--- src/rtl/sext_arbiter.sv ---
// Two-requester arbiter sharing one 17-to-32 sign-extension path.
// The result sits in a single-entry output register with a valid/ready handshake.
module sext_arbiter #(
    parameter int CNT_W = 16
) (
    input  logic             clock,
    input  logic             reset,
    input  logic             req0_valid,
    input  logic [16:0]      req0_imm,
    output logic             req0_ack,
    input  logic             req1_valid,
    input  logic [16:0]      req1_imm,
    output logic             req1_ack,
    output logic             res_valid,
    output logic [31:0]      res_data,
    output logic             res_tag,
    input  logic             res_ready,
    output logic [CNT_W-1:0] conflict_cnt
);

    typedef enum logic {
        EMPTY = 1'b0,
        FULL  = 1'b1
    } state_t;

    state_t            state;
    logic              last_grant;
    logic              can_accept;
    logic              both_valid;
    logic              grant0;
    logic              grant1;
    logic              accept;
    logic [16:0]       sel_imm;
    logic              sel_tag;

    function automatic logic [31:0] sext17(input logic [16:0] imm);
        return {{15{imm[16]}}, imm};
    endfunction

    function automatic logic [CNT_W-1:0] sat_inc(input logic [CNT_W-1:0] v);
        return (v == {CNT_W{1'b1}}) ? v : v + 1'b1;
    endfunction

    // Acks are combinational but forced low while reset is high.
    always_comb begin
        can_accept = ~reset & ((state == EMPTY) | res_ready);
        both_valid = req0_valid & req1_valid;
        grant0     = can_accept & req0_valid & (~req1_valid | last_grant);
        grant1     = can_accept & req1_valid & (~req0_valid | ~last_grant);
        accept     = grant0 | grant1;
        sel_imm    = grant1 ? req1_imm : req0_imm;
        sel_tag    = grant1;
    end

    assign req0_ack = grant0;
    assign req1_ack = grant1;

    always_ff @(posedge clock) begin
        if (reset) begin
            state        <= EMPTY;
            res_valid    <= 1'b0;
            res_data     <= '0;
            res_tag      <= 1'b0;
            last_grant   <= 1'b1;
            conflict_cnt <= '0;
        end else begin
            if (both_valid && can_accept) begin
                conflict_cnt <= sat_inc(conflict_cnt);
            end
            if (accept) begin
                last_grant <= sel_tag;
            end
            case (state)
                EMPTY: begin
                    if (accept) begin
                        state     <= FULL;
                        res_valid <= 1'b1;
                        res_data  <= sext17(sel_imm);
                        res_tag   <= sel_tag;
                    end
                end
                FULL: begin
                    if (accept) begin
                        res_data  <= sext17(sel_imm);
                        res_tag   <= sel_tag;
                    end else if (res_ready) begin
                        state     <= EMPTY;
                        res_valid <= 1'b0;
                    end
                end
                default: begin
                    state     <= EMPTY;
                    res_valid <= 1'b0;
                end
            endcase
        end
    end

endmodule

--- config.mk ---
export PLATFORM = sky130hd
export DESIGN_NAME = sext_arbiter
export DESIGN_NICKNAME = d
export VERILOG_FILES = /design/src/rtl/sext_arbiter.sv
export SDC_FILE = /design/constraint.sdc
export NUM_CORES = 1
export LEC_CHECK = 0
export CORE_UTILIZATION = 40
export CTS_CLUSTER_DIAMETER = 150
export DETAILED_ROUTE_END_ITERATION = 12
export GPL_TIMING_DRIVEN = 0
export HOLD_SLACK_MARGIN = 0.05
export PLACE_DENSITY = 0.83
export SYNTH_ARGS = -nofsm -noshare
export SYNTH_HDL_FRONTEND = slang
export SYNTH_SLANG_ARGS = --single-unit
--- constraint.sdc ---
create_clock -name clock -period 2.36 [get_ports clock]
set_clock_uncertainty 0.15 [all_clocks]
set_input_delay 0.472 -clock clock [delete_from_list [all_inputs] [get_ports clock]]
set_output_delay 0.472 -clock clock [all_outputs]
set_load 0.005 [all_outputs]
==> impl_metrics.py <==
metrics = {
    "sta": {
        "final-hold-violation-count": 0,
        "min_period_ns": 2.16,
        "timing.fmax_mhz": 464,
        "setup_violations": 0,
        "slew_headroom_pct": 66.9,
        "setup_tns_ns": 0,
        "slew_viol_final": 0,
        "rsz0062_at_grt": "false",
        "period_share_pct": 91.3,
        "tightest_slew_ns": 0.497,
    },
    "die": {
        "io_pins": 91,
        "rows": 24,
        "start_util_pct": 42.2,
        "core_um2": 4410,
        "fp.dieArea_um2": 4930,
        "die_y_um": 70.2,
        "dieWidth_um": 70.2,
    },
    "synthesis": {
        "synth-edff-count": 0,
        "ys.flop_type": "dfxtp_1",
        "ys_types": 36,
        "syn_area_per_cell_um2": 9.00,
        "synthTopCellsByCount": "37 x dfxtp_1, 23 x nor2_1, 21 x mux2i_1",
        "synth_nets": 247,
        "ys_ff_latch": 37,
        "async_flop_share_pct": 0,
        "ys_seq_area_share_pct": 39.8,
        "synth_top_cell_area_share_pct": 39.8,
        "yosys.area.top_type": "dfxtp_1",
        "synthTopCellsByArea": "dfxtp_1 40%, mux2i_1 11%, buf_4 7.3%",
        "synth_area_um2": 1860,
        "synth.most_common_cell": "dfxtp_1",
        "synth_warnings": 0,
        "syn_inst": 207,
    },
    "layout": {
        "antennaDiodeCount": 0,
        "layout.nets": 347,
        "postLayoutCoreUtil_pct": 68.0,
        "fin_cells": 360,
        "drive_above_1_share_pct": 13.3,
        "fill_cells": 345,
        "areaGrowthSynthToFinish_pct": 61.2,
    },
    "routing": {
        "wl_um": 5340,
        "drc": 0,
        "wl_per_cell_um": 14.8,
        "dr.pass1.iters": 4,
        "drt_first_iter_violations": 106,
        "final_antenna_net_count": 0,
        "via_per_inst": 5.30,
        "vias": 1909,
    },
    "placement": {
        "dpl.cell_count": 349,
        "dp_hpwl_um": 3720,
        "place.gp.congestion": 0.789,
        "portBuffers": 90,
    },
    "critical_path": {
        "worstPathRequired_ns": 1.74,
        "cp-start-kind": "primary input",
        "end_kind": "output port",
        "worstPathArrival_ns": 1.53,
        "path_max_fanout": 3,
        "worst-setup-path-type": "primary input to output port",
        "r2r_cells": 7,
    },
    "grt": {
        "antenna_found_initial": 0,
        "grt_usage_pct": 22.3,
        "grt_max_degree": 18,
        "grt_pass1_wl_um": 8830,
        "grt_pass1_vias": 1848,
        "gr-total-overflow": 0,
    },
    "clock_tree": {
        "cts_max_level": 2,
        "cts.path.max_buffers": 2,
        "cts_sinks": 37,
        "root_buffer": "clkbuf_8",
        "clk_latency_ns": 0.30,
        "cts_tree": "built",
        "clk_pin_slew_ns": 0.07,
        "numCtsBuffers": 5,
    },
    "power_and_ir_drop": {
        "totalPowerFinal_w": 0.00156,
        "cellLeakagePower_nw": 1.12,
        "vdd_drop_max_uv": 296,
        "cellPowerDensity_nw_per_um2": 518,
    },
    "hold_path": {
        "whs_path_depth": 2,
        "hold_path_class": "register to register",
    },
    "run": {
        "timing.max_cap.violations": 0,
    },
    "run_status": {
        "status": "finished, final reports clean",
    },
}
-- layout by cell type, fill, tap and decap left out, drive strengths merged, types with 2 or more instances in the layout --
cell type	n
buf	25
nor2b	3
and3	4
o21a	2
nor4	7
or4	5
nand2b	3
clkbuf	14
nand3	6
inv	4
dfxtp	37
mux2	2
o311ai	4
nand4	6
mux2i	21
a21oi	7
clkdlybuf4s50	84
nand2	13
dlygate4sd2	4
o31ai	4
a211oi	17
o41ai	3
nor2	23
-- state kept, by name (all words and copies together) (netlist names) --
| name | cells |
|---|---|
| res_valid | 1 |
| state | 1 |
| last_grant | 1 |
| res_tag | 1 |
| conflict_cnt | 16 |
| res_data | 17 |
-- kinds of logic (layout without fill, tap and decap cells) --
kind of cell,after synthesis,count (layout),share of synthesized area [%]
AND/OR/NAND/NOR,73,73,20.8
AO/OA/AOI/OAI,40,40,15.6
flip-flops,37,37,39.8
multiplexers,23,23,12.5
buffers and inverters,33,134,10.7
adder cells (fa/ha/maj),1,1,0.671
-- routing by layer --
| layer | vias to the layer above | wire [µm] | share of wire, % | GRT usage [%] |
|---|---|---|---|---|
| li1 | 949 | - | - | - |
| met1 | 878 | 2270 | 43 | 27.2 |
| met2 | 69 | 2690 | 50 | 37.8 |
| met3 | 13 | 262 | 4.9 | 5.92 |
| met4 | 0 | 112 | 2.1 | 7.33 |
| met5 | - | 0 | 0 | 0 |
-- cell type report --
cell class	count	area [µm²]	share of cell area (%)
clock inverter	1	30.0	1.00
clock buffer	7	86.3	2.88
sequential	37	742	24.7
tap	52	65.1	2.17
inverter	4	15.0	0.500
multi-input combinational	137	940	31.3
timing repair buffer	94	930	31.0
buffer	28	195	6.50
-- power by group --
group	leakage, nW	internal, W	switching (W)	total (W)
sequential	0.302	0.000654	0.0000228	0.000677
clock	0.0585	0.000344	0.000230	0.000574
combinational	0.755	0.000203	0.000102	0.000306
-- what timing repair did --
| item | 4_1_cts | 5_1_grt |
|---|---|---|
| hold endpoints to repair | 0 | 0 |
| setup endpoints to repair | 2 | 2 |
| resized for setup | 14 | 2 |
| hold buffers | 0 | 0 |
| pin swaps | 1 | 0 |
| buffers inserted | 4 | 0 |
-- stage by stage --
stage | instance area (µm²) | hold WS, ns | worst slack (ns)
3_5_place_dp | 2830 | 0.328 | -0.772
3_3_place_gp | 2830 | 0.305 | -0.739
2_1_floorplan | 1860 | 0.299 | 0.472
6_report | 3000 | 0.355 | 0.205
5_1_grt | 3000 | 0.365 | 0.116
4_1_cts | 3000 | 0.355 | 0.0714
-- final timing paths --
path | from | to | slack, ns
setup / recovery | res_ready | req1_ack | 0.20
setup reg to reg | conflict_cnt[0]$_SDFFE_PP0P_ | conflict_cnt[1]$_SDFFE_PP0P_ | 0.28
hold / removal | res_tag$_SDFFE_PP0P_ | res_tag$_SDFFE_PP0P_ | 0.35
hold reg to reg | res_tag$_SDFFE_PP0P_ | res_tag$_SDFFE_PP0P_ | 0.35
-- critical path, stage by stage --
cell	delay, ns
dlygate4sd2_1	0.22
nand2b_4	0.14
buf_4	0.12
nand4_1	0.14
clkbuf_8	0.19
inv_1	0.05
clkdlybuf4s15_2	0.20
Power figures use the tool's default switching activity.
